[src/rtl/elevator_pkg.sv]
// Shared elevator types and helpers: dispatcher state encoding, floor-index
// conversion and "any call above/below" mask queries.
package elevator_pkg;

  localparam int DEF_NUM_FLOORS = 3;
  localparam int DEF_FLOOR_W    = 2;
  localparam int MAX_FLOORS     = 32;

  typedef enum logic [2:0] {
    IDLE      = 3'd0,
    MOVE_UP   = 3'd1,
    MOVE_DOWN = 3'd2,
    DOOR      = 3'd3,
    FAULT     = 3'd4
  } state_t;

  function automatic int onehot_to_index(input logic [MAX_FLOORS-1:0] v);
    int idx;
    idx = 0;
    for (int i = 0; i < MAX_FLOORS; i++) begin
      if (v[i]) idx = i;
    end
    return idx;
  endfunction

  function automatic logic is_multi_hot(input logic [MAX_FLOORS-1:0] v);
    return (v & (v - {{(MAX_FLOORS-1){1'b0}}, 1'b1})) != '0;
  endfunction

  function automatic logic any_above(input logic [MAX_FLOORS-1:0] mask, input int floor);
    logic r;
    r = 1'b0;
    for (int i = 0; i < MAX_FLOORS; i++) begin
      if (i > floor && mask[i]) r = 1'b1;
    end
    return r;
  endfunction

  function automatic logic any_below(input logic [MAX_FLOORS-1:0] mask, input int floor);
    logic r;
    r = 1'b0;
    for (int i = 0; i < MAX_FLOORS; i++) begin
      if (i < floor && mask[i]) r = 1'b1;
    end
    return r;
  endfunction

endpackage

[src/rtl/travel_watchdog.sv]
// Travel watchdog: counts cycles while enabled, reloads on clear, and flags
// expiry once the count reaches the timeout (count saturates there).
module travel_watchdog #(
  parameter logic [31:0] TIMEOUT = 32'd500000
) (
  input  logic clk,
  input  logic rstn,
  input  logic clear,
  input  logic enable,
  output logic expired
);

  logic [31:0] count;

  always_ff @(posedge clk or negedge rstn) begin
    if (!rstn) begin
      count <= '0;
    end else if (clear) begin
      count <= '0;
    end else if (enable && count != TIMEOUT) begin
      count <= count + 32'd1;
    end
  end

  assign expired = (count == TIMEOUT);

endmodule

[src/rtl/call_dispatch.sv]
// Elevator call dispatcher: latches calls, tracks the car floor, runs the SCAN
// motion FSM with door requests and a travel watchdog. Optional: CALL_CANCEL_EN.
module call_dispatch
  import elevator_pkg::*;
#(
  parameter int          NUM_FLOORS     = DEF_NUM_FLOORS,
  parameter int          FLOOR_W        = DEF_FLOOR_W,
  parameter logic [31:0] TRAVEL_TIMEOUT = 32'd500000
) (
  input  logic                  clk,
  input  logic                  rstn,
  input  logic [NUM_FLOORS-1:0] call_req,
  input  logic [NUM_FLOORS-1:0] floor_hit,
  input  logic                  door_done,
  output logic [NUM_FLOORS-1:0] pending,
  output logic                  motor_up,
  output logic                  motor_down,
  output logic                  door_open,
  output logic [FLOOR_W-1:0]    cur_floor,
  output logic                  fault,
  output state_t                dbg_state
);

  state_t                state;
  logic                  dir_up;
  logic                  moving;
  logic                  hit_any;
  logic                  hit_multi;
  int                    hit_idx;
  logic [FLOOR_W-1:0]    hit_floor;
  logic [NUM_FLOORS-1:0] cur_mask;
  logic [NUM_FLOORS-1:0] set_mask;
  logic [NUM_FLOORS-1:0] clr_mask;
  logic [NUM_FLOORS-1:0] pend_nxt;
  logic                  wd_expired;
  logic                  fault_trip;
  logic                  serve_hit;
  logic                  serve_idle;
  logic                  ahead;
  logic                  at_end;

  assign moving    = (state == MOVE_UP) || (state == MOVE_DOWN);
  assign hit_any   = |floor_hit;
  assign hit_multi = is_multi_hot(MAX_FLOORS'(floor_hit));
  assign hit_idx   = onehot_to_index(MAX_FLOORS'(floor_hit));
  assign hit_floor = FLOOR_W'(hit_idx);
  assign cur_mask  = {{(NUM_FLOORS-1){1'b0}}, 1'b1} << cur_floor;
  assign dbg_state = state;

  travel_watchdog #(.TIMEOUT(TRAVEL_TIMEOUT)) u_watchdog (
    .clk     (clk),
    .rstn    (rstn),
    .clear   (!moving || hit_any),
    .enable  (moving),
    .expired (wd_expired)
  );

  // Service clears always win over a same-cycle call for that floor.
  always_comb begin
    fault_trip = (state != FAULT) && (hit_multi || wd_expired);
    serve_hit  = moving && hit_any && !fault_trip && ((floor_hit & pending) != '0);
    serve_idle = (state == IDLE) && !fault_trip && ((pending & cur_mask) != '0);
    clr_mask   = '0;
    if (serve_hit)  clr_mask = floor_hit;
    if (serve_idle) clr_mask = cur_mask;
    set_mask = call_req & ((state == DOOR) ? ~cur_mask : {NUM_FLOORS{1'b1}});
`ifdef CALL_CANCEL_EN
    begin
      logic [NUM_FLOORS-1:0] protect_mask;
      logic [NUM_FLOORS-1:0] cancel_mask;
      protect_mask = '0;
      if (state == MOVE_UP)   protect_mask = (cur_mask << 1) & pending;
      if (state == MOVE_DOWN) protect_mask = (cur_mask >> 1) & pending;
      cancel_mask = set_mask & pending & ~protect_mask;
      pend_nxt    = ((pending | set_mask) & ~cancel_mask) & ~clr_mask;
    end
`else
    pend_nxt = (pending | set_mask) & ~clr_mask;
`endif
    ahead  = (state == MOVE_UP) ? any_above(MAX_FLOORS'(pend_nxt), hit_idx)
                                : any_below(MAX_FLOORS'(pend_nxt), hit_idx);
    at_end = (state == MOVE_UP) ? (hit_idx == NUM_FLOORS - 1) : (hit_idx == 0);
  end

  always_ff @(posedge clk or negedge rstn) begin
    if (!rstn) begin
      state      <= IDLE;
      dir_up     <= 1'b1;
      pending    <= '0;
      motor_up   <= 1'b0;
      motor_down <= 1'b0;
      door_open  <= 1'b0;
      cur_floor  <= '0;
      fault      <= 1'b0;
    end else begin
      pending <= pend_nxt;
      if (hit_any && !hit_multi) cur_floor <= hit_floor;
      if (fault_trip) begin
        state      <= FAULT;
        motor_up   <= 1'b0;
        motor_down <= 1'b0;
        door_open  <= 1'b0;
        fault      <= 1'b1;
      end else begin
        case (state)
          IDLE: begin
            if (serve_idle) begin
              state     <= DOOR;
              door_open <= 1'b1;
            end else if (dir_up && any_above(MAX_FLOORS'(pending), int'(cur_floor))) begin
              state    <= MOVE_UP;
              motor_up <= 1'b1;
            end else if (!dir_up && any_below(MAX_FLOORS'(pending), int'(cur_floor))) begin
              state      <= MOVE_DOWN;
              motor_down <= 1'b1;
            end else if (any_above(MAX_FLOORS'(pending), int'(cur_floor))) begin
              state    <= MOVE_UP;
              motor_up <= 1'b1;
              dir_up   <= 1'b1;
            end else if (any_below(MAX_FLOORS'(pending), int'(cur_floor))) begin
              state      <= MOVE_DOWN;
              motor_down <= 1'b1;
              dir_up     <= 1'b0;
            end
          end
          MOVE_UP, MOVE_DOWN: begin
            if (hit_any) begin
              if (serve_hit) begin
                state      <= DOOR;
                motor_up   <= 1'b0;
                motor_down <= 1'b0;
                door_open  <= 1'b1;
              end else if (!ahead || at_end) begin
                state      <= IDLE;
                motor_up   <= 1'b0;
                motor_down <= 1'b0;
              end
            end
          end
          DOOR: begin
            motor_up   <= 1'b0;
            motor_down <= 1'b0;
            if (door_done) begin
              door_open <= 1'b0;
              state     <= IDLE;
            end
          end
          FAULT: begin
            motor_up   <= 1'b0;
            motor_down <= 1'b0;
            door_open  <= 1'b0;
            fault      <= 1'b1;
          end
          default: state <= IDLE;
        endcase
      end
    end
  end

endmodule

[config.mk]
export PLATFORM = sky130hd
export DESIGN_NAME = call_dispatch
export DESIGN_NICKNAME = d
export VERILOG_FILES = /design/src/rtl/elevator_pkg.sv /design/src/rtl/travel_watchdog.sv /design/src/rtl/call_dispatch.sv
export SDC_FILE = /design/constraint.sdc
export NUM_CORES = 1
export LEC_CHECK = 0
export ABC_AREA = 1
export CORE_MARGIN = 2
export CORE_UTILIZATION = 53
export DETAILED_ROUTE_END_ITERATION = 10
export GPL_ROUTABILITY_DRIVEN = 0
export PLACE_DENSITY = 0.76
export SYNTH_ARGS = -nofsm -noshare
export SYNTH_HDL_FRONTEND = slang
export SYNTH_SLANG_ARGS = --single-unit
[constraint.sdc]
create_clock -name clk -period 1.9 [get_ports clk]
set_input_delay 0.285 -clock clk [delete_from_list [all_inputs] [get_ports clk]]
set_output_delay 0.285 -clock clk [all_outputs]
set_load 0.05 [all_outputs]
==> results of run 1 <==
-- worst max-delay path, cell delays in order (launching register included) --
cell	delay, ns
dfrtp_1	0.38
inv_1	0.06
ha_2	0.15
nand2_1	0.04
inv_1	0.06
nand2_2	0.06
nor2_4	0.12
nand2_4	0.07
nor2_8	0.12
o21ai_4	0.10
buf_4	0.16
nand3_4	0.09
nor3_4	0.05
nor3_2	0.16
nand2_2	0.08
nand2_1	0.06
nand2_1	0.05
-- routing by layer --
layer | vias to the layer above | global-route usage | routed length [µm]
met5 | - | 0 | 0
li1 | 1419 | - | -
met4 | 0 | 0.0804 | 125
met3 | 13 | 0.0506 | 283
met2 | 64 | 0.443 | 3550
met1 | 1304 | 0.313 | 3060
-- through the flow --
stage	hold slack (ns)	instances	area [µm²]	utilization	total power (W)
finish	0.450	530	3730	0.725	0.00340
global route	0.501	530	3730	0.725	0.00363
CTS	0.467	526	3550	0.692	0.00336
detailed placement	0.247	515	3430	0.668	0.00274
global placement	0.244	515	3430	0.668	0.00272
floorplan	-0.0106	388	2860	-	0.00220
-- synth_stat cells, drive strengths merged (3+ instances only) --
cell type / number / share of area
a211oi: 3 / 0.0079
nand4: 12 / 0.029
nand3: 24 / 0.046
nand2: 81 / 0.12
nor4: 3 / 0.0066
dfrtp: 44 / 0.39
nor3: 24 / 0.055
a31oi: 4 / 0.0088
a21oi: 26 / 0.047
nor2: 54 / 0.088
and3: 3 / 0.0066
o21ai: 25 / 0.048
inv: 65 / 0.086
-- flip-flops by register name, indices dropped and copies added (netlist names) --
name              flops
fault                 1
dbg_state             3
door_open             1
motor_down            1
dir_up                1
motor_up              1
u_watchdog.count     32
cur_floor             2
pending               3
-- power breakdown --
group	leakage, nW	total, W	switching [W]	internal (W)
Sequential	0.584	0.00119	0.000112	0.00108
Clock	0.0450	0.000583	0.000328	0.000255
Combinational	1.13	0.00163	0.00103	0.000597
-- logic make-up (layout without fill, tap and decap cells) --
| group | count (synthesis) | after routing | synth area share |
|---|---|---|---|
| AO/OA/AOI/OAI | 65 | 65 | 0.134 |
| XOR/XNOR | 3 | 3 | 0.00924 |
| adder cells (fa/ha/maj) | 2 | 2 | 0.00880 |
| buffers and inverters | 69 | 141 | 0.0941 |
| flip-flops | 45 | 45 | 0.396 |
| AND/OR/NAND/NOR | 204 | 204 | 0.357 |
-- timing repair --
item                       in CTS  in global routing
hold endpoints to repair       17                  0
resized for setup               2                 47
hold buffers                    1                  0
pin swaps                       0                 13
cloned                          0                  0
buffers inserted                2                  4
setup endpoints to repair       3                 29
-- worst paths after layout --
kind                       slack [ns]  cells after the start                               end
setup / recovery                -0.02                     16          dbg_state[0]$_DFFE_PN0P_
hold / removal                   0.45                      2  u_watchdog.count[12]$_DFFE_PN0P_
setup reg to reg                -0.02                     16          dbg_state[0]$_DFFE_PN0P_
hold reg to reg                  0.49                      2              motor_up$_DFFE_PN0P_
max in group asynchronous        0.89                      3                dir_up$_DFFE_PN1P_
min in group clk                 0.49                      2              motor_up$_DFFE_PN0P_
-- layout make-up --
class	count	share of cell area
clock inverters	2	0.00268
clock buffers	6	0.0195
well taps	70	0.0235
repair buffers	68	0.155
multi-input cells	274	0.428
flip-flops and latches	45	0.305
inverters	65	0.0654
==> reports/qor.csv, run 1 <==
stage,metric,value,unit
yosys,ys_warn_count,0,
sta,skew,0.00483,ns
final_layout,drive_gt1_frac,0.291,
sta,relSlewSlack,0.654,
run_status,violations,setup timing,
sta,worstMarginPinSlew,0.517,ns
final_layout,final_cell_mix,"nand2_1 (70), inv_1 (56), buf_4 (44), nor2_1 (37), dfrtp_1 (35)",
run_status,status,"finished, violations left",
die,start_util,0.553,
critical_path,cp.arrival,2.11,ns
grt,antenna_found_initial,0,
routing,antenna_left,0,
grt,grt_max_degree,29,
routing,wl,7.02,mm
run,cap_violations,0,
yosys,synthesis.area,2840,µm²
critical_path,critPathKind,reg -> reg,
critical_path,path_max_fanout,6,
clocking,cts_sinks,45,
yosys,avgSynthCellArea,7.33,µm²
grt,grt_pass1_vias,2735,
clocking,clock_latency,0.30,ns
sta,max_freq,0.521,GHz
yosys,synth-seq-area-share,0.396,
critical_path,cp-startpoint,u_watchdog.count[0]$_DFFE_PN0P_,
yosys,synthesis.nets,399,
grt,grt_first_pass_wirelength,12.2,mm
pwr,p_leak,1.76,nW
pwr,ir_worst_vdd,963,µV
sta,rsz0062_at_grt,true,
final_layout,n_antenna_cell,0,
routing,drt-pass1-iter-count,5,
sta,finalCritPeriodShare,1.01,
hold_path,hold_class,in -> async,
routing,drc,0,
final_layout,nNetsFinal,470,
die,dieArea,5970,µm²
critical_path,r2r-start,u_watchdog.count[0]$_DFFE_PN0P_,
placement,port_buffers,20,
die,rows,26,
final_layout,seq_area,1140,µm²
sta,setup_ws,-0.0180,ns
sta,drv_slew,0,
final_layout,fillers,410,
die,die_w,77.3,µm
final_layout,area_growth,31.1,%
routing,vias_per_cell,5.28,
sta,tns,-0.0345,ns
placement,dp_hpwl,5.21,mm
sta,setup_viol,2,
final_layout,multi_input_area,1600,µm²
critical_path,worstSetupStartpointType,flip-flop,
yosys,synth_edf_count,0,
grt,overflow,0,
yosys,synth-seq-cells,45,
sta,hold_viol,0,
die,ios,21,
placement,place_ws,-0.261,ns
critical_path,end_kind,flip-flop,
yosys,async_flop_share,1.00,
yosys,ys_types,43,
sta,min_period,1.92,ns
routing,first_iter_violations,102,
pwr,power_density,913,nW/µm²
routing,wl_per_cell,13.2,µm
critical_path,cp.required,2.09,ns
die,core,5140,µm²
routing,vias,2800,
yosys,synth_flop_cell,dfrtp_1,
final_layout,final_common_cell,nand2_1,
clocking,cts_tree,done,
clocking,clkTransAtPathRegs,0.08,ns
clocking,clock_tree.root_cell,clkbuf_8,
grt,gr-usage-all-layers,0.253,
die,die_y,77.3,µm
clocking,cts_buffer_depth,2,
yosys,syn_inst,388,
clocking,htreeDepth,2,
clocking,numCtsBuffers,5,
Power figures use the tool's default switching activity.
==> run 2, diff against run 1 <==
--- a/config.mk
+++ b/config.mk
@@ -6,10 +6,10 @@
 export NUM_CORES = 1
 export LEC_CHECK = 0
 export ABC_AREA = 1
+export ABC_CLOCK_PERIOD_IN_PS = 1900
 export CORE_MARGIN = 2
 export CORE_UTILIZATION = 53
 export DETAILED_ROUTE_END_ITERATION = 10
-export GPL_ROUTABILITY_DRIVEN = 0
 export PLACE_DENSITY = 0.76
 export SYNTH_ARGS = -nofsm -noshare
 export SYNTH_HDL_FRONTEND = slang
==> reports/qor.csv, run 2 (same netlist as run 1, synthesis figures left out) <==
stage,metric,value,unit,change
run_status,status,"finished, violations left",,
run_status,violations,setup timing,,
critical_path,cp.arrival,2.14,ns,+0.03 ns
final_layout,top_register,u_watchdog.count,,
routing,vias,2768,,-1.1%
placement,place_ws,-0.219,ns,+0.0424 ns
sta,finalCritPeriodShare,1.02,,+0.0120
routing,vias_per_cell,5.24,,-0.77%
sta,worstMarginPinSlew,0.504,ns,-0.0125 ns
pwr,power,0.00341,W,+0.31%
die,core,5140,µm²,unchanged
critical_path,critPathTopFamily,simple AND/OR/NAND/NOR gates,,
final_layout,n_antenna_cell,0,,unchanged
placement,port_buffers,20,,unchanged
critical_path,path_cells,"inv_1, ha_2, nand2_1, inv_1, nand2_2, nor2_4, nand2_4, nor2_8, o21ai_4, nand2_2, nand3_1, nor2_1, nand2_1, inv_2, nand2_4, nand4_1, nand2_1",,
die,die_w,77.3,µm,unchanged
sta,relSlewSlack,0.663,,+0.00836
clocking,clkTransAtPathRegs,0.08,ns,about the same
sta,max_freq,0.515,GHz,-1.2%
routing,first_iter_violations,192,,+88%
routing,drc,0,,unchanged
sta,drv_slew,0,,unchanged
critical_path,cp-startpoint,u_watchdog.count[0]$_DFFE_PN0P_,,
die,dieArea,5970,µm²,unchanged
clocking,clock_latency,0.30,ns,about the same
grt,antenna_found_initial,0,,unchanged
sta,setup_ws,-0.0408,ns,-0.0228 ns
placement,dp_hpwl,5.10,mm,-2.1%
final_layout,nNetsFinal,468,,-0.43%
sta,rsz0062_at_grt,true,,
critical_path,cp.required,2.10,ns,about the same
critical_path,crit_buf_inv,3,,unchanged
critical_path,end_kind,flip-flop,,
die,start_util,0.553,,unchanged
routing,wl_per_cell,12.4,µm,-6.2%
die,ios,21,,unchanged
sta,hold_viol,0,,unchanged
critical_path,critPathKind,reg -> reg,,
critical_path,path_max_fanout,6,,unchanged
final_layout,final_cell_mix,"nand2_1 (72), inv_1 (58), buf_4 (44), nor2_1 (41), dfrtp_1 (37)",,
grt,grt_pass1_vias,2681,,-2.0%
final_layout,utilization,0.705,,-0.0204
hold_path,hold_class,in -> async,,
clocking,numCtsBuffers,5,,unchanged
placement,routabilityCongestion,0.902,,
clocking,cts_buffer_depth,2,,unchanged
final_layout,drive_gt1_frac,0.245,,-0.0468
routing,antenna_left,0,,unchanged
pwr,p_leak,1.72,nW,-2.6%
critical_path,slowest_stage,dfrtp_1,,
critical_path,crit_top_cell,nand2_1,,
final_layout,final_common_cell,nand2_1,,
sta,skew,0.00817,ns,+0.00334 ns
run,cap_violations,0,,unchanged
final_layout,area_growth,27.4,%,
pwr,power_density,942,nW/µm²,+3.2%
final_layout,largest_reg_flops,32,,unchanged
sta,tns,-0.107,ns,-0.0728 ns
pwr,ir_worst_vdd,852,µV,-12%
clocking,clock_tree.root_cell,clkbuf_8,,
critical_path,critPathMaxStageDelay,0.38,ns,about the same
critical_path,worstSetupStartpointType,flip-flop,,
clocking,htreeDepth,2,,unchanged
routing,wl,6.56,mm,-6.6%
die,die_y,77.3,µm,unchanged
die,rows,26,,unchanged
clocking,cts_sinks,45,,unchanged
sta,setup_viol,4,,+2
grt,overflow,0,,unchanged
critical_path,r2r-start,u_watchdog.count[0]$_DFFE_PN0P_,,
grt,gr-usage-all-layers,0.234,,-0.0196
sta,min_period,1.94,ns,+0.0228 ns
clocking,cts_tree,done,,
grt,grt_max_degree,30,,+3.4%
routing,drt-pass1-iter-count,4,,-1
grt,grt_first_pass_wirelength,11.5,mm,-6.3%
run 2: changes by cell type in the layout (fill, tap and decap cells not counted), moves of 3 or more:
| cell | change |
|---|---|
| nor3_4 | -3 |
| nor3_1 | +5 |
| nor2_2 | -4 |
| nor2_1 | +4 |
| o21ai_2 | -4 |
| o21ai_0 | +6 |
run 2: metrics by stage:
| stage | hold WS (ns) | instance area, µm² | std cells |
|---|---|---|---|
| 2_1_floorplan | -0.0106 | 2860 | 388 |
| 3_3_place_gp | 0.233 | 3430 | 515 |
| 3_5_place_dp | 0.235 | 3430 | 515 |
| 4_1_cts | 0.450 | 3550 | 525 |
| 5_1_grt | 0.495 | 3620 | 528 |
| 6_report | 0.430 | 3620 | 528 |
run 2: cell type report:
type	count	area [µm²]
tap	70	87.6
clock buffer	7	96.3
timing repair buffer	66	557
multi-input combinational	274	1500
sequential	45	1140
clock inverter	1	5.00
fill	446	1520
inverter	65	244
run 2: metal layers:
layer	routed length [µm]	GRT usage	part of all wire
met5	0	0	0
met4	68	0.0482	0.010
met3	238	0.0341	0.036
met2	3330	0.426	0.51
met1	2930	0.292	0.45
run 2: worst paths after layout:
check | endpoint | cells after the start | slack [ns]
max | motor_up$_DFFE_PN0P_ | 17 | -0.04
min | u_watchdog.count[11]$_DFFE_PN0P_ | 2 | 0.43
max reg2reg | motor_up$_DFFE_PN0P_ | 17 | -0.04
min reg2reg | motor_up$_DFFE_PN0P_ | 2 | 0.47
max in group asynchronous | dir_up$_DFFE_PN1P_ | 3 | 0.91
min in group clk | motor_up$_DFFE_PN0P_ | 2 | 0.47
run 2: worst reg2reg max path, cell delays in order (launching register included):
cell     delay [ns]
dfrtp_1        0.38
inv_1          0.06
ha_2           0.15
nand2_1        0.04
inv_1          0.06
nand2_2        0.06
nor2_4         0.12
nand2_4        0.07
nor2_8         0.12
o21ai_4        0.09
nand2_2        0.08
nand3_1        0.09
nor2_1         0.13
nand2_1        0.09
inv_2          0.07
nand2_4        0.07
nand4_1        0.09
nand2_1        0.06
run 2: power breakdown:
part	internal [W]	total [W]	switching, W	leakage, nW
logic	0.000576	0.00158	0.00100	1.07
registers	0.00108	0.00119	0.000107	0.587
clock network	0.000329	0.000652	0.000323	0.0542
run 2: repair_timing:
item	CTS	global route
pin swaps	0	3
endpoints found under the hold margin	16	0
gates cloned	0	0
hold buffers	1	0
endpoints found under the setup margin	2	32
gates resized for setup	0	15
setup buffers	1	3
